--- src/rtl/ps2_command_scheduler_pkg.sv ---
// ps2_command_scheduler_pkg: shared FSM states, PS/2 opcodes/responses and error codes
package ps2_command_scheduler_pkg;
  typedef enum logic [2:0] {
    ST_IDLE, ST_SEND0, ST_WAIT0, ST_SEND1, ST_WAIT1, ST_FINISH, ST_ABORT
  } state_e;
  typedef enum logic [1:0] {
    ERR_NONE    = 2'b00,
    ERR_RETRY   = 2'b01,
    ERR_TIMEOUT = 2'b10
  } err_e;
  localparam logic [7:0] PS2_CMD_SET_LEDS = 8'hED;
  localparam logic [7:0] PS2_RSP_ACK      = 8'hFA;
  localparam logic [7:0] PS2_RSP_RESEND   = 8'hFE;
endpackage

--- src/rtl/ps2_command_scheduler_if.sv ---
// ps2_command_scheduler_if: requester, transmitter, receiver and status signals of the scheduler
interface ps2_command_scheduler_if;
  logic       lock_req;
  logic [2:0] lock_bits;
  logic       cmd_req;
  logic [7:0] cmd_byte;
  logic       cmd_has_arg;
  logic [7:0] cmd_arg;
  logic       cmd_ack;
  logic       tx_valid;
  logic [7:0] tx_data;
  logic       tx_ready;
  logic       rx_valid;
  logic [7:0] rx_data;
  logic       busy;
  logic       done;
  logic       error;
  logic [1:0] err_code;
  logic [2:0] lock_state;
  modport master (
    output lock_req, lock_bits, cmd_req, cmd_byte, cmd_has_arg, cmd_arg, tx_ready, rx_valid, rx_data,
    input  cmd_ack, tx_valid, tx_data, busy, done, error, err_code, lock_state
  );
  modport slave (
    input  lock_req, lock_bits, cmd_req, cmd_byte, cmd_has_arg, cmd_arg, tx_ready, rx_valid, rx_data,
    output cmd_ack, tx_valid, tx_data, busy, done, error, err_code, lock_state
  );
endinterface

--- src/rtl/ps2_timeout_timer.sv ---
// ps2_timeout_timer: counts enabled cycles and flags the last cycle of a TIMEOUT_CYCLES window
module ps2_timeout_timer #(
  parameter int TIMEOUT_CYCLES = 1_000_000,
  parameter int TO_W           = 20
) (
  input  logic clk,
  input  logic rst,
  input  logic clear,
  input  logic enable,
  output logic expired
);
  logic [TO_W-1:0] cnt_q, cnt_d;
  assign cnt_d   = clear ? '0 : enable ? cnt_q + 1'b1 : cnt_q;
  assign expired = enable && cnt_q == TO_W'(TIMEOUT_CYCLES - 1);
  always_ff @(posedge clk or posedge rst)
    if (rst) cnt_q <= '0;
    else     cnt_q <= cnt_d;
endmodule

--- src/rtl/ps2_command_scheduler.sv ---
// ps2_command_scheduler: arbitrates lock-LED and generic PS/2 commands, sends them byte by byte,
// waits for ACK, retries on RESEND and reports done/error.
module ps2_command_scheduler
  import ps2_command_scheduler_pkg::*;
#(
  parameter int TIMEOUT_CYCLES = 1_000_000,
  parameter int MAX_RETRIES    = 3,
  parameter int TO_W           = 20
) (
  input logic                   clk,
  input logic                   reset,
  ps2_command_scheduler_if.slave bus
);
  localparam int RW = $clog2(MAX_RETRIES + 1);
  state_e          state_q, state_d;
  err_e            err_q, err_d;
  logic            pend_q, pend_d;
  logic [2:0]      pat_q, pat_d;
  logic            lock_txn_q, lock_txn_d;
  logic            two_q, two_d;
  logic [7:0]      b0_q, b0_d, b1_q, b1_d;
  logic [RW-1:0]   retry_q, retry_d;
  logic [2:0]      lock_state_q, lock_state_d;
  logic            ack_q, ack_d;
  logic            waiting, expired, grant_lock, grant_cmd, rx_ack, rx_resend;
  assign waiting    = state_q == ST_WAIT0 || state_q == ST_WAIT1;
  // lock_txn_q doubles as the round-robin last-grant flag
  assign grant_lock = state_q == ST_IDLE && pend_q && (!bus.cmd_req || !lock_txn_q);
  assign grant_cmd  = state_q == ST_IDLE && bus.cmd_req && !grant_lock;
  assign rx_ack     = bus.rx_valid && bus.rx_data == PS2_RSP_ACK;
  assign rx_resend  = bus.rx_valid && bus.rx_data == PS2_RSP_RESEND;
  ps2_timeout_timer #(.TIMEOUT_CYCLES(TIMEOUT_CYCLES), .TO_W(TO_W)) u_timer (
    .clk(clk), .rst(reset), .clear(!waiting), .enable(waiting), .expired(expired)
  );
  always_comb begin
    state_d      = state_q;
    pend_d       = bus.lock_req | (pend_q & ~grant_lock);
    pat_d        = bus.lock_req ? bus.lock_bits : pat_q;
    lock_txn_d   = lock_txn_q;
    two_d        = two_q;
    b0_d         = b0_q;
    b1_d         = b1_q;
    retry_d      = retry_q;
    err_d        = err_q;
    lock_state_d = lock_state_q;
    ack_d        = grant_cmd;
    unique case (state_q)
      ST_IDLE:
        if (grant_lock || grant_cmd) begin
          state_d    = ST_SEND0;
          lock_txn_d = grant_lock;
          b0_d       = grant_lock ? PS2_CMD_SET_LEDS : bus.cmd_byte;
          b1_d       = grant_lock ? {5'b0, pat_q} : bus.cmd_arg;
          two_d      = grant_lock | bus.cmd_has_arg;
          retry_d    = '0;
          err_d      = ERR_NONE;
        end
      ST_SEND0, ST_SEND1:
        if (bus.tx_ready) state_d = state_q == ST_SEND0 ? ST_WAIT0 : ST_WAIT1;
      ST_WAIT0, ST_WAIT1:
        if (rx_ack) begin
          retry_d = '0;
          state_d = (state_q == ST_WAIT0 && two_q) ? ST_SEND1 : ST_FINISH;
        end else if (rx_resend && retry_q < RW'(MAX_RETRIES)) begin
          retry_d = retry_q + 1'b1;
          state_d = state_q == ST_WAIT0 ? ST_SEND0 : ST_SEND1;
        end else if (rx_resend || expired) begin
          err_d   = rx_resend ? ERR_RETRY : ERR_TIMEOUT;
          state_d = ST_ABORT;
        end
      ST_FINISH: begin
        state_d      = ST_IDLE;
        lock_state_d = lock_txn_q ? b1_q[2:0] : lock_state_q;
      end
      default: state_d = ST_IDLE;
    endcase
  end
  always_ff @(posedge clk or posedge reset)
    if (reset) begin
      state_q      <= ST_IDLE;
      err_q        <= ERR_NONE;
      pend_q       <= 1'b0;
      pat_q        <= '0;
      lock_txn_q   <= 1'b0;
      two_q        <= 1'b0;
      b0_q         <= '0;
      b1_q         <= '0;
      retry_q      <= '0;
      lock_state_q <= '0;
      ack_q        <= 1'b0;
    end else begin
      state_q      <= state_d;
      err_q        <= err_d;
      pend_q       <= pend_d;
      pat_q        <= pat_d;
      lock_txn_q   <= lock_txn_d;
      two_q        <= two_d;
      b0_q         <= b0_d;
      b1_q         <= b1_d;
      retry_q      <= retry_d;
      lock_state_q <= lock_state_d;
      ack_q        <= ack_d;
    end
  assign bus.tx_valid   = state_q == ST_SEND0 || state_q == ST_SEND1;
  assign bus.tx_data    = state_q == ST_SEND1 ? b1_q : b0_q;
  assign bus.busy       = bus.tx_valid || waiting;
  assign bus.done       = state_q == ST_FINISH;
  assign bus.error      = state_q == ST_ABORT;
  assign bus.err_code   = err_q;
  assign bus.lock_state = lock_state_q;
  assign bus.cmd_ack    = ack_q;
endmodule

--- src/flat_wrapper.sv ---
// flat-port wrapper written by rule: the top's interface ports become plain ports
module ps2_command_scheduler_flat import ps2_command_scheduler_pkg::*;
#(
  parameter int TIMEOUT_CYCLES = 1_000_000,
  parameter int MAX_RETRIES    = 3,
  parameter int TO_W           = 20
)
  (clk, reset, bus_lock_req, bus_lock_bits, bus_cmd_req, bus_cmd_byte, bus_cmd_has_arg, bus_cmd_arg, bus_tx_ready, bus_rx_valid, bus_rx_data, bus_cmd_ack, bus_tx_valid, bus_tx_data, bus_busy, bus_done, bus_error, bus_err_code, bus_lock_state);
  ps2_command_scheduler_if bus_i ();
  input logic clk;
  input logic reset;
  input wire logic [$bits(bus_i.lock_req)-1:0] bus_lock_req;
  input wire logic [$bits(bus_i.lock_bits)-1:0] bus_lock_bits;
  input wire logic [$bits(bus_i.cmd_req)-1:0] bus_cmd_req;
  input wire logic [$bits(bus_i.cmd_byte)-1:0] bus_cmd_byte;
  input wire logic [$bits(bus_i.cmd_has_arg)-1:0] bus_cmd_has_arg;
  input wire logic [$bits(bus_i.cmd_arg)-1:0] bus_cmd_arg;
  input wire logic [$bits(bus_i.tx_ready)-1:0] bus_tx_ready;
  input wire logic [$bits(bus_i.rx_valid)-1:0] bus_rx_valid;
  input wire logic [$bits(bus_i.rx_data)-1:0] bus_rx_data;
  output wire logic [$bits(bus_i.cmd_ack)-1:0] bus_cmd_ack;
  output wire logic [$bits(bus_i.tx_valid)-1:0] bus_tx_valid;
  output wire logic [$bits(bus_i.tx_data)-1:0] bus_tx_data;
  output wire logic [$bits(bus_i.busy)-1:0] bus_busy;
  output wire logic [$bits(bus_i.done)-1:0] bus_done;
  output wire logic [$bits(bus_i.error)-1:0] bus_error;
  output wire logic [$bits(bus_i.err_code)-1:0] bus_err_code;
  output wire logic [$bits(bus_i.lock_state)-1:0] bus_lock_state;
  assign bus_i.lock_req = bus_lock_req;
  assign bus_i.lock_bits = bus_lock_bits;
  assign bus_i.cmd_req = bus_cmd_req;
  assign bus_i.cmd_byte = bus_cmd_byte;
  assign bus_i.cmd_has_arg = bus_cmd_has_arg;
  assign bus_i.cmd_arg = bus_cmd_arg;
  assign bus_i.tx_ready = bus_tx_ready;
  assign bus_i.rx_valid = bus_rx_valid;
  assign bus_i.rx_data = bus_rx_data;
  assign bus_cmd_ack = bus_i.cmd_ack;
  assign bus_tx_valid = bus_i.tx_valid;
  assign bus_tx_data = bus_i.tx_data;
  assign bus_busy = bus_i.busy;
  assign bus_done = bus_i.done;
  assign bus_error = bus_i.error;
  assign bus_err_code = bus_i.err_code;
  assign bus_lock_state = bus_i.lock_state;
  ps2_command_scheduler #(.TIMEOUT_CYCLES(TIMEOUT_CYCLES), .MAX_RETRIES(MAX_RETRIES), .TO_W(TO_W)) u_core (.clk(clk), .reset(reset), .bus(bus_i));
endmodule
--- config.mk ---
export PLATFORM = sky130hd
export DESIGN_NAME = ps2_command_scheduler_flat
export DESIGN_NICKNAME = d
export VERILOG_FILES = /design/src/rtl/ps2_command_scheduler_pkg.sv /design/src/rtl/ps2_command_scheduler_if.sv /design/src/rtl/ps2_timeout_timer.sv /design/src/rtl/ps2_command_scheduler.sv /design/src/flat_wrapper.sv
export SDC_FILE = /design/constraint.sdc
export NUM_CORES = 1
export LEC_CHECK = 0
export BUFFER_PORTS_ARGS = -buffer_cell sky130_fd_sc_hd__buf_2
export CAP_MARGIN = 30
export CORE_MARGIN = 2
export CORE_UTILIZATION = 45
export DETAILED_ROUTE_END_ITERATION = 10
export PLACE_DENSITY = 0.65
export RECOVER_POWER = 25
export SLEW_MARGIN = 20
export SYNTH_ARGS = -nofsm -noshare
export SYNTH_HDL_FRONTEND = slang
export SYNTH_SLANG_ARGS = --single-unit
--- constraint.sdc ---
create_clock -name clk -period 3.7 [get_ports clk]
set_clock_uncertainty 0.05 [all_clocks]
set_input_delay 0.555 -clock clk [delete_from_list [all_inputs] [get_ports clk]]
set_output_delay 0.555 -clock clk [all_outputs]
set_load 0.05 [all_outputs]
---- Word-level counts from Yosys, hierarchy flattened ----
Cells that the tools add are included.
word-level totals
  register bits after elaboration ......... 53
  bits of input ports ..................... 34
  output and inout port bits .............. 18
cells by class
  $add $sub $neg .......................... 2
  magnitude comparators ................... 1
  equal/unequal tests ..................... 16
  multiplexer cells ....................... 22
  bitwise logic cells ..................... 4
  reduce and logical (&&, ||, !) cells .... 27
operators with widths
  cell                                                    number
  2-to-1 mux 8 bit                                        3
  2-to-1 mux 3 bit                                        7
  adder 20 x 1 -> 20 bit (second input constant)          1
  == test 20 bit (second input constant)                  1
  2-to-1 mux 20 bit                                       1
  == test 8 bit (second input constant)                   2
  2-to-1 mux 2 bit                                        8
  == test 3 bit (second input constant)                   3
  logical AND 1 bit                                       9
  case mux 3 bit (3 select lines)                         1
  inequality test 2 bit (second input constant)           4
  case mux 2 bit (2 select lines)                         2
  == test 3 x 2 -> 1 bit (second input constant)          2
  logical OR 1 bit                                        6
  AND reduction 3 bit                                     2
  AND reduction 5 bit                                     1
  inequality test 4 x 1 -> 1 bit (second input constant)  1
  AND reduction 2 bit                                     2
  OR reduction 2 bit                                      2
  == test 3 x 1 -> 1 bit (second input constant)          1
  zero test 1 bit                                         3
  zero test 3 bit                                         1
  inequality test 3 x 1 -> 1 bit (second input constant)  1
  adder 2 x 1 -> 2 bit (second input constant)            1
  6 further kinds                                         7

---- Longest topological paths before layout ----
Gate-level depths: netlist (run 1).
  word-level depth ........................ 8
  mapped depth ............................ 7

---- Modules after synthesis ----
A second synthesis (run 1) with hierarchy kept.
second synthesis, totals
  cell total of the unflattened synthesis .. 251
  area, all modules ....................... 2746.4 um^2
modules (own cells, without submodules)
  module                 instances  cells each  area an instance (um^2)
  ps2_command_scheduler  1          140         1689.1
  ps2_timeout_timer      1          111         1057.3

---- Worst setup path before layout (run 1) ----
OpenSTA, ideal clock, no wires.
  path type ............................... register to output
  start point ............................. reg u_core.state_q[1]
  end point ............................... out bus_error
  arrival ................................. 1.862 ns
  required time ........................... 3.095 ns
  setup slack ............................. 1.233 ns
  stages on the path, launching flop included .. 3
  path buffers ............................ 1
  cell sequence ........................... dfrtp_1 -> clkbuf_1 -> nor3b_1
between the ends
  longest elaborated chain between the ends .. 1
RTL lines
  item                      line                          source
  start: declaration        ps2_command_scheduler.sv:15   state_e state_q, state_d;
  start signal: assignment  ps2_command_scheduler.sv:92   state_q <= state_d;
  == test 3 bit             ps2_command_scheduler.sv:108  assign bus.error = state_q == ST_ABORT;
  end: declaration          flat_wrapper.sv:26            output wire logic [$bits(bus_i.error)-1:0] bus_error;
Every way passes these cells.

---- Worst setup path in the final report (run 1) ----
  start point ............................. reg u_core.state_q[2]
  end point ............................... out bus_tx_data[5]
between the ends
  longest elaborated chain between the ends .. 2
RTL lines
  item                    line                          source
  == test 3 x 2 -> 1 bit  ps2_command_scheduler.sv:105  assign bus.tx_data = state_q == ST_SEND1 ? b1_q : b0_q;
  2-to-1 mux 8 bit        ps2_command_scheduler.sv:105
  end: declaration        flat_wrapper.sv:23            output wire logic [$bits(bus_i.tx_data)-1:0] bus_tx_data;
Every way passes these cells.

==> results.txt, run 1 <==
critical path, cell by cell: inv_1, nand2_1, inv_1, nand2_1, mux2_2, buf_2
unrepaired setup endpoints after global routing: no
routability cong.: 0.745
number of global-route vias before repair: 1889
crit end category: primary output
cts hold-fix bufs: 0
DIE AREA: 6380 µm²
Worst Hold Class: input pin to asynchronous set/reset pin
first-pass GRT wire length: 8940 µm
setup TNS: 0 ns
largest net degree at the start of global routing: 30
fin crit share: 71.3%
Post-synth EDFFs: 0
Async SR Flop Fraction: 100%
Post-DP HPWL: 3980 µm
drt wl/cell: 14.5 µm
postcts setup bufs: 0
flops & latches, synth: 53
WP data arrival: 2.03 ns
Worst EP required: 3.09 ns
Via Count: 1954
failing checks: max-capacitance violations
Slew @ Worst Pin: 1.50 ns
total track usage: 17.9%
initial DRC count: 89
Vias/cell: 5.37
RR Startpoint: u_core.state_q[0]
die boundary height: 79.9 µm
CTS buffer count: 5
initial antenna violation count: 0
setup violators final: 0
PD cells: 743 nW/µm²
leak pwr: 1.34 nW
FILL cells: 513
Remaining Overflow, GRT: 0
slowest cell on the critical path: dfrtp_1
status: complete, but fails checks
share of cells above drive strength 1: 29.5%
DRT antenna net count: 0
Distinct cells, synth: 50
Die X: 79.9 µm
FF+latch area: 1330 µm²
multi-input gate area in the final layout: 1200 µm²
Ys Warns: 0
TritonRoute pass-1 iters: 4
Final Max Tran Viols: 0
sequential share of the synthesized area: 51.2%
core area: 5540 µm²
Clk Latency, worst-skew pair: 0.30 ns
maximum VDD drop: 662 µV
Max Cap Viol: 1
Starting Density: 46.8%
Gate Count Post-Synth: 240
crit start category: register
cell row count: 27
mapped cell area: 2590 µm²
Slew headroom: 0.0580%
Fin Hold WS: 0.315 ns
CTS root buffer: clkbuf_8
post-cts resize count: 0
number of port buffers: 51
worst-path maximum fanout: 8
I/O pin total: 52
worst-case clock buffer depth: 2
top_reg_cell synth: dfrtp_1
Tmin final: 2.64 ns
number of diodes: 0
clk slew on worst S/H paths: 0.10 ns
fin nets: 328
WS Path Type: register to primary output
CP peak stage delay: 0.48 ns
clk sink count: 53
Net Count, Synth: 276
DRC: 0
r2r setup slk: 1.65 ns
final hold violation count: 0
Syn Area/Cell: 10.8 µm²
Worst R2R End: u_core.b1_q[4]
area growth from synthesis to layout: 16.7%
Detailed Route WL: 5300 µm
clock tree from TritonCTS: done
Max Freq: 379 MHz
H-tree Lvls: 2
worst-case reg-to-reg path depth: 5
cell usage after synthesis (all sizes together) (2+ instances only):
library cell   n  area [µm²]
nor4           5        46.3
o22a           7        61.3
a311oi         2        17.5
or2            2        12.5
nor3b          2        15.0
ha             2        25.0
a22o           8        70.1
nand4          4        31.3
nor3           7        35.0
o31ai          2        15.0
nand3         10        67.6
clkbuf         7        26.3
or4            2        15.0
xnor2         13         114
and3           3        18.8
or3            6        45.0
a21oi          4        20.0
buf            2        10.0
o21ai         10        50.1
and2           2        12.5
inv            8        30.0
nand2b         2        12.5
mux2i          5        50.1
nand2         21        81.3
nor2          17        63.8
dfrtp         53        1330
a211oi         3        22.5
o221ai         2        17.5
mux2          15         169
cell usage in the layout (no fill, tap or decap), types with 3 or more instances in the layout:
cell type and n:
nand2_1 20, nor2_1 17, xnor2_1 13, o22a_1 7, inv_1 8, mux2i_1 5, nor4_1 4, a211oi_1 3
a22o_1 8, buf_2 50, o21ai_0 10, nand3_1 8, dfrtp_1 53, nand4_1 3, clkbuf_8 5, a21oi_1 4
mux2_2 15, nor3_1 7, or3_1 3, and3_1 3
worst max path at each step:
stage / slack, ns / from / to / cells past startpoint
3_3_place_gp: 1.45 / u_core.state_q[2] / bus_tx_data[3] / 6
6_report: 1.06 / u_core.state_q[2] / bus_tx_data[5] / 6
5_1_grt: 0.89 / u_core.state_q[2] / bus_tx_data[5] / 6
3_5_place_dp: 1.39 / u_core.state_q[2] / bus_tx_data[5] / 6
2_1_floorplan: 1.23 / u_core.state_q[1] / bus_error / 2
4_1_cts: 1.04 / u_core.state_q[2] / bus_tx_data[5] / 6
worst max-delay path, delay by kind of cell (launching register included):
family	cells	cell delay (ns)
buffers and inverters	3	0.41
and+or+nand+nor	2	0.44
muxes	1	0.39
DFF	1	0.48
registers in the layout, summed over array words and instances, names as in the netlist:
register and count:
u_core.bus.cmd_ack 1, u_core.state_q 3, u_core.lock_txn_q 1, u_core.b1_q 8, u_core.retry_q 2, u_core.two_q 1
u_core.u_timer.cnt_q 20, u_core.bus.err_code 2, u_core.pend_q 1, u_core.bus.lock_state 3, u_core.pat_q 3, u_core.b0_q 8
cells by family (layout without fill, tap and decap cells):
family                     count (synthesis)  in the layout  share of synthesized area, %
buffers and inverters                     18             70                          2.70
AOI/OAI and AO/OA                         45             45                          12.7
and+or+nand+nor                           88             88                          19.3
xor gates and xnor gates                  14             14                          4.73
DFF                                       53             53                          51.2
muxes                                     20             20                          8.45
adders and majority gates                  2              2                         0.965
through the flow:
step                      utilization, %  instance area [µm²]  instances  worst slack (ns)  power, mW
after global routing                54.6                 3030        364             0.892       2.39
final                               54.6                 3030        364              1.06       2.25
after global placement              52.6                 2920        356              1.45       1.87
after CTS                           54.9                 3040        364              1.04       2.28
after floorplan                        -                 2590        240              1.23       1.65
after detailed placement            53.0                 2940        357              1.39       1.89
cell type report:
| type | count | share of cell area, % |
|---|---|---|
| Clock inverter | 2 | 1.28 |
| Sequential cell | 53 | 43.8 |
| Multi-Input combinational cell | 169 | 39.5 |
| Timing Repair Buffer | 54 | 9.01 |
| Clock buffer | 5 | 2.27 |
| Inverter | 9 | 1.12 |
| Tap cell | 72 | 2.98 |
power breakdown:
group	internal (mW)	switching [mW]
Clock	0.200	0.186
Sequential	0.722	0.123
Combinational	0.336	0.684
metal layers:
metal  share of wire (%)  global-route usage (%)  up-vias
met1                  45                    23.3      919
met2                  47                    28.8       53
li1                    -                       -      974
met4                 1.4                    5.08        0
met3                 6.5                    5.43        8
met5                   0                       0        -
Note: power is estimated with default switching activity, not from simulation.
==> run 2: changes to the inputs <==
--- a/config.mk
+++ b/config.mk
@@ -10,7 +10,7 @@
 export CORE_MARGIN = 2
 export CORE_UTILIZATION = 45
 export DETAILED_ROUTE_END_ITERATION = 10
-export PLACE_DENSITY = 0.65
+export PLACE_DENSITY = 0.68
 export RECOVER_POWER = 25
 export SLEW_MARGIN = 20
 export SYNTH_ARGS = -nofsm -noshare
==> constraint.sdc (replaced) <==
create_clock -name clk -period 2.2 [get_ports clk]
set_clock_uncertainty 0.05 [all_clocks]
set_input_delay 0.33 -clock clk [delete_from_list [all_inputs] [get_ports clk]]
set_output_delay 0.33 -clock clk [all_outputs]
set_load 0.05 [all_outputs]
==> run 2 against run 1 <==
The run now ends clean; die area stayed put; design area is 2.6% higher; non-clock buffer count is 7 higher; clock power is 70% higher; worst setup slack worse by 0.92 ns; register-to-register slack worse by 1.5 ns; flip-flop and latch count stayed put; sequential power is 62% higher; wire length is 2.5% higher; utilization is 1.4 points higher; combinational power is 88% higher; hold slack worse by 0.17 ns.
==> results.txt, run 2 (same netlist as run 1, synthesis figures left out) <==
worst setup margin: 0.139 ns (was 1.06 ns)
met1 WL: 2470 µm (was 2410 µm)
Worst EP required: 1.82 ns (was 3.09 ns)
postcts setup bufs: 0 (unchanged)
slowest cell on the critical path: dfrtp_1 (unchanged)
Final Max Tran Viols: 0 (unchanged)
commonest non-fill, non-tap cell in the layout: dfrtp_1 (unchanged)
crit end category: primary output (unchanged)
DRC: 0 (unchanged)
final hold violation count: 0 (unchanged)
Vias/cell: 5.51 (was 5.37)
Post-DP HPWL: 4020 µm (was 3980 µm)
Slew @ Worst Pin: 0.899 ns (was 1.50 ns)
crit start category: register (unchanged)
CP peak stage delay: 0.39 ns (was 0.48 ns)
Reg with most FFs: u_core.u_timer.cnt_q (unchanged)
Place WS: 0.218 ns (was 1.39 ns)
clk sink count: 53 (unchanged)
DIE AREA: 6380 µm² (unchanged)
WP data arrival: 1.68 ns (was 2.03 ns)
DR WL met3: 313 µm (was 344 µm)
PD cells: 1270 nW/µm² (was 743 nW/µm²)
share of cells above drive strength 1: 33.1% (was 29.5%)
TritonRoute pass-1 iters: 5 (was 4)
worst-case clock buffer depth: 2 (unchanged)
routability cong.: 0.806 (was 0.745)
largest net degree at the start of global routing: 31 (was 30)
Worst Hold Class: input pin to asynchronous set/reset pin (unchanged)
metal2 WL: 2610 µm (was 2470 µm)
Max Freq: 485 MHz
r2r setup slk: 0.20 ns (was 1.65 ns)
Via Count: 2046 (was 1954)
total track usage: 18.0% (was 17.9%)
H-tree Lvls: 2 (unchanged)
fin crit share: 93.7%
unrepaired setup endpoints after global routing: no (unchanged)
Slew headroom: 40.0% (was 0.0580%)
leak pwr: 1.39 nW (was 1.34 nW)
fin nets: 335 (was 328)
initial DRC count: 107 (was 89)
Die X: 79.9 µm (unchanged)
biggest regs: u_core.u_timer.cnt_q x20, u_core.b0_q x8, u_core.b1_q x8 (unchanged)
setup violators final: 0 (unchanged)
most frequent cells in the layout: 53 x dfrtp_1, 50 x buf_2, 19 x nand2_1, 17 x nor2_1, 15 x mux2_2 (was 53 x dfrtp_1, 50 x buf_2, 20 x nand2_1, 17 x nor2_1, 15 x mux2_2)
maximum VDD drop: 768 µV (was 662 µV)
CTS root buffer: clkbuf_8 (unchanged)
Clk Latency, worst-skew pair: 0.30 ns (about the same)
clk slew on worst S/H paths: 0.10 ns (about the same)
Detailed Route WL: 5430 µm (was 5300 µm)
DRT antenna net count: 0 (unchanged)
flip-flop count of the largest register after layout: 20 (unchanged)
Tmin final: 2.06 ns
uppermost routed layer: met4 (unchanged)
Remaining Overflow, GRT: 0 (unchanged)
setup TNS: 0 ns (unchanged)
clock tree from TritonCTS: done (unchanged)
number of global-route vias before repair: 1957 (was 1889)
FILL cells: 517 (was 513)
first-pass GRT wire length: 9070 µm (was 8940 µm)
die boundary height: 79.9 µm (unchanged)
CTS buffer count: 5 (unchanged)
worst-path maximum fanout: 8 (unchanged)
status: finished, final reports clean (was complete, but fails checks)
Max Cap Viol: 0 (was 1)
number of port buffers: 51 (unchanged)
drt wl/cell: 14.6 µm (was 14.5 µm)
cell row count: 27 (unchanged)
Starting Density: 46.8% (unchanged)
critical path, cell by cell: inv_1, nand2_1, inv_2, nand2_4, mux2_2, buf_2 (was inv_1, nand2_1, inv_1, nand2_1, mux2_2, buf_2)
initial antenna violation count: 0 (unchanged)
core area: 5540 µm² (unchanged)
WS Path Type: register to primary output (unchanged)
I/O pin total: 52 (unchanged)
area growth from synthesis to layout: 19.8% (was 16.7%)
number of diodes: 0 (unchanged)
[run 2: changes by cell type in the layout (fill, tap and decap cells not counted), sizes merged]
cell | before | now
buf | 52 | 60
clkbuf | 7 | 6
[run 2: what timing repair did]
action | in CTS | in global routing
endpoints found under the setup margin | 9 | 9
endpoints found under the hold margin | 0 | 0
resized for setup | 2 | 4
hold buffers | 0 | 0
gates cloned | 0 | 0
[run 2: through the flow]
| stage | power (mW) | hold WS (ns) | instance area, µm² | instances | utilization (%) |
|---|---|---|---|---|---|
| after CTS | 3.95 | 0.0156 | 3110 | 371 | 56.1 |
| after floorplan | 2.78 | 0.372 | 2600 | 240 | - |
| after global routing | 4.19 | 0.172 | 3110 | 371 | 56.1 |
| after global placement | 3.26 | 0.352 | 2990 | 364 | 54.0 |
| final | 3.95 | 0.150 | 3110 | 371 | 56.1 |
| after detailed placement | 3.27 | 0.356 | 2990 | 364 | 54.0 |
[run 2: layout make-up]
type                    count  area [µm²]  share of cell area (%)
inverters                   9        33.8                    1.09
clock inverters             2        38.8                    1.25
clock buffers               5        68.8                    2.22
repair buffers             61         330                    10.6
well taps                  72        90.1                    2.90
flip-flops and latches     53        1330                    42.7
multi-input cells         169        1220                    39.2
[run 2: power by group]
part / internal, mW / switching, mW
sequential: 1.21 / 0.158
combinational: 0.670 / 1.25
clock: 0.337 / 0.321
total: 2.22 / 1.73
[run 2: worst paths after layout]
kind	depth (start not counted)	start	end
max	6	u_core.state_q[2]	bus_tx_data[2]
min	2	reset	u_core.bus.cmd_ack
max reg2reg	5	u_core.u_timer.cnt_q[0]	u_core.u_timer.cnt_q[16]
min reg2reg	1	u_core.u_timer.cnt_q[0]	u_core.u_timer.cnt_q[0]
max in group asynchronous	3	reset	u_core.bus.err_code[1]
min in group clk	2	bus_cmd_has_arg	u_core.two_q
[run 2: routing by layer]
| metal | vias up | global-route usage (%) |
|---|---|---|
| li1 | 987 | - |
| met2 | 63 | 29.0 |
| met4 | 0 | 6.95 |
| met5 | - | 0 |
| met1 | 990 | 23.5 |
| met3 | 6 | 4.19 |
[run 2: critical path, delay by kind of cell (launching register included)]
kind / cells / cell delay [ns]
simple gates: 2 / 0.23
mux: 1 / 0.30
buf+inv: 3 / 0.45
flops: 1 / 0.39
==> run 3: changes to the inputs <==
--- a/config.mk
+++ b/config.mk
@@ -10,6 +10,7 @@
 export CORE_MARGIN = 2
 export CORE_UTILIZATION = 45
 export DETAILED_ROUTE_END_ITERATION = 10
+export MAX_ROUTING_LAYER = met4
 export PLACE_DENSITY = 0.68
 export RECOVER_POWER = 25
 export SLEW_MARGIN = 20
==> run 3 against run 2 <==
Cell count unchanged; utilization unchanged; sequential share of layout area unchanged; hold slack improved by 0.0067 ns; register-to-register slack about the same; wire length decreased by 1.1%; combinational power about the same; die area unchanged; clock power about the same; power decreased by 0.23%; count of clock-buffer cells in the layout unchanged; flip-flop and latch count unchanged; critical endpoint unchanged.
==> results.txt, run 3 (same netlist as run 1, synthesis figures left out) <==
Post-DP HPWL: 4020 µm (unchanged)
number of port buffers: 51 (unchanged)
Sw Share: 43.6% (was 43.8%)
worst-path maximum fanout: 8 (unchanged)
DIE AREA: 6380 µm² (unchanged)
biggest regs: u_core.u_timer.cnt_q x20, u_core.b0_q x8, u_core.b1_q x8 (unchanged)
Max Freq: 486 MHz (was 485 MHz)
WS Path Type: register to primary output (unchanged)
I/O pin total: 52 (unchanged)
leak pwr: 1.39 nW (unchanged)
DRT antenna net count: 0 (unchanged)
routability cong.: 0.818 (was 0.806)
DRC: 0 (unchanged)
Vias/cell: 5.45 (was 5.51)
Internal: 2.22 mW (about the same)
flip-flop count of the largest register after layout: 20 (unchanged)
cell row count: 27 (unchanged)
Final Cell Area: 3110 µm² (unchanged)
initial DRC count: 120 (was 107)
largest net degree at the start of global routing: 31 (unchanged)
multi-input gate area in the final layout: 1220 µm² (unchanged)
share of cells above drive strength 1: 33.1% (unchanged)
Remaining Overflow, GRT: 0 (unchanged)
Die X: 79.9 µm (unchanged)
core area: 5540 µm² (unchanged)
FILL cells: 517 (unchanged)
first-pass GRT wire length: 9070 µm (about the same)
Logic pwr share: 48.6% (about the same)
crit start category: register (unchanged)
WP data arrival: 1.68 ns (about the same)
total track usage: 18.5% (was 18.0%)
FF+latch area: 1330 µm² (unchanged)
number of global-route vias before repair: 1960 (was 1957)
final hold violation count: 0 (unchanged)
Reg with most FFs: u_core.u_timer.cnt_q (unchanged)
Tmin final: 2.06 ns (about the same)
fin crit share: 93.6% (was 93.7%)
area growth from synthesis to layout: 19.8% (unchanged)
worst-case clock buffer depth: 2 (unchanged)
Seq pwr share: 34.7% (about the same)
clk sink count: 53 (unchanged)
commonest non-fill, non-tap cell in the layout: dfrtp_1 (unchanged)
Slew @ Worst Pin: 0.905 ns (was 0.899 ns)
Final Util: 56.1% (unchanged)
Worst Hold Class: input pin to asynchronous set/reset pin (unchanged)
Slew headroom: 39.6% (was 40.0%)
die boundary height: 79.9 µm (unchanged)
Worst R2R End: u_core.u_timer.cnt_q[18] (was u_core.u_timer.cnt_q[16])
status: finished, final reports clean (unchanged)
clk slew on worst S/H paths: 0.10 ns (about the same)
CTS buffer count: 5 (unchanged)
RR Startpoint: u_core.u_timer.cnt_q[0] (unchanged)
r2r setup slk: 0.21 ns (was 0.20 ns)
Total Power: 3.94 mW (was 3.95 mW)
most frequent cells in the layout: 53 x dfrtp_1, 50 x buf_2, 19 x nand2_1, 17 x nor2_1, 15 x mux2_2 (unchanged)
Final Max Tran Viols: 0 (unchanged)
drt wl/cell: 14.5 µm (was 14.6 µm)
Clk Latency, worst-skew pair: 0.31 ns (was 0.30 ns)
fin nets: 335 (unchanged)
setup violators final: 0 (unchanged)
clock group share of total power: 16.7% (about the same)
Fin Hold WS: 0.156 ns (was 0.150 ns)
sw power: 1.72 mW (was 1.73 mW)
Worst EP required: 1.82 ns (about the same)
H-tree Lvls: 2 (unchanged)
cts hold-fix bufs: 0 (unchanged)
Placement Cell Area: 2990 µm² (unchanged)
unrepaired setup endpoints after global routing: no (unchanged)
Starting Density: 46.8% (unchanged)
number of diodes: 0 (unchanged)
Detailed Route WL: 5370 µm (was 5430 µm)
initial antenna violation count: 0 (unchanged)
Via Count: 2023 (was 2046)
maximum VDD drop: 764 µV (was 768 µV)
crit end category: primary output (unchanged)
clock tree from TritonCTS: done (unchanged)
TritonRoute pass-1 iters: 4 (was 5)
worst-case reg-to-reg path depth: 5 (unchanged)
CTS root buffer: clkbuf_8 (unchanged)
Max Cap Viol: 0 (unchanged)
PD cells: 1270 nW/µm² (about the same)
setup TNS: 0 ns (unchanged)
-- run 3: cell counts in the layout (fill, tap and decap cells not counted) --
No cell type changed its count.
-- run 3: layer usage --
layer	track usage [%]	vias up	routed length (µm)
met5	-	-	0
met4	6.95	0	34
met3	3.96	6	279
met2	28.9	50	2560
met1	23.9	979	2490
li1	-	988	-
-- run 3: metrics by stage --
stage,setup WS [ns],cells
final,0.140,371
after global routing,0.0291,371
after CTS,0.00423,371
after detailed placement,0.218,364
after global placement,0.259,364
after floorplan,0.0303,240
-- run 3: power groups by stage --
stage	logic (mW)	clock network, mW	registers [mW]
finish	1.92	0.658	1.37
global route	2.07	0.714	1.40
CTS	1.91	0.678	1.36
detailed placement	1.89	0	1.38
global placement	1.87	0	1.38
floorplan	1.34	0	1.44
-- run 3: layout make-up --
cell class | instances | share of cell area (%)
clock inverters | 2 | 1.25
flip-flops and latches | 53 | 42.7
clock buffers | 5 | 2.22
repair buffers | 61 | 10.6
well taps | 72 | 2.90
inverters | 9 | 1.09
multi-input cells | 169 | 39.2
-- run 3: worst max path at each step --
stage,depth (start not counted),slack [ns],endpoint,startpoint
finish,6,0.14,bus_tx_data[2],u_core.state_q[2]
global route,6,0.03,bus_tx_data[6],u_core.state_q[2]
CTS,5,0.004,bus_busy,u_core.state_q[2]
detailed placement,5,0.22,u_core.u_timer.cnt_q[18],u_core.u_timer.cnt_q[0]
global placement,5,0.26,u_core.u_timer.cnt_q[18],u_core.u_timer.cnt_q[0]
floorplan,6,0.03,bus_busy,u_core.state_q[2]
-- run 3: worst max-delay path, stage by stage (launching register included) --
cell and delay (ns):
dfrtp_1 0.39, inv_1 0.13, nand2_1 0.13, inv_2 0.10
nand2_4 0.10, mux2_2 0.30, buf_2 0.21
-- run 3: what timing repair did --
action,4_1_cts,5_1_grt
resized for setup,2,4
cloned,0,0
buffers inserted,0,0
setup endpoints to repair,9,9
pin swaps,0,0
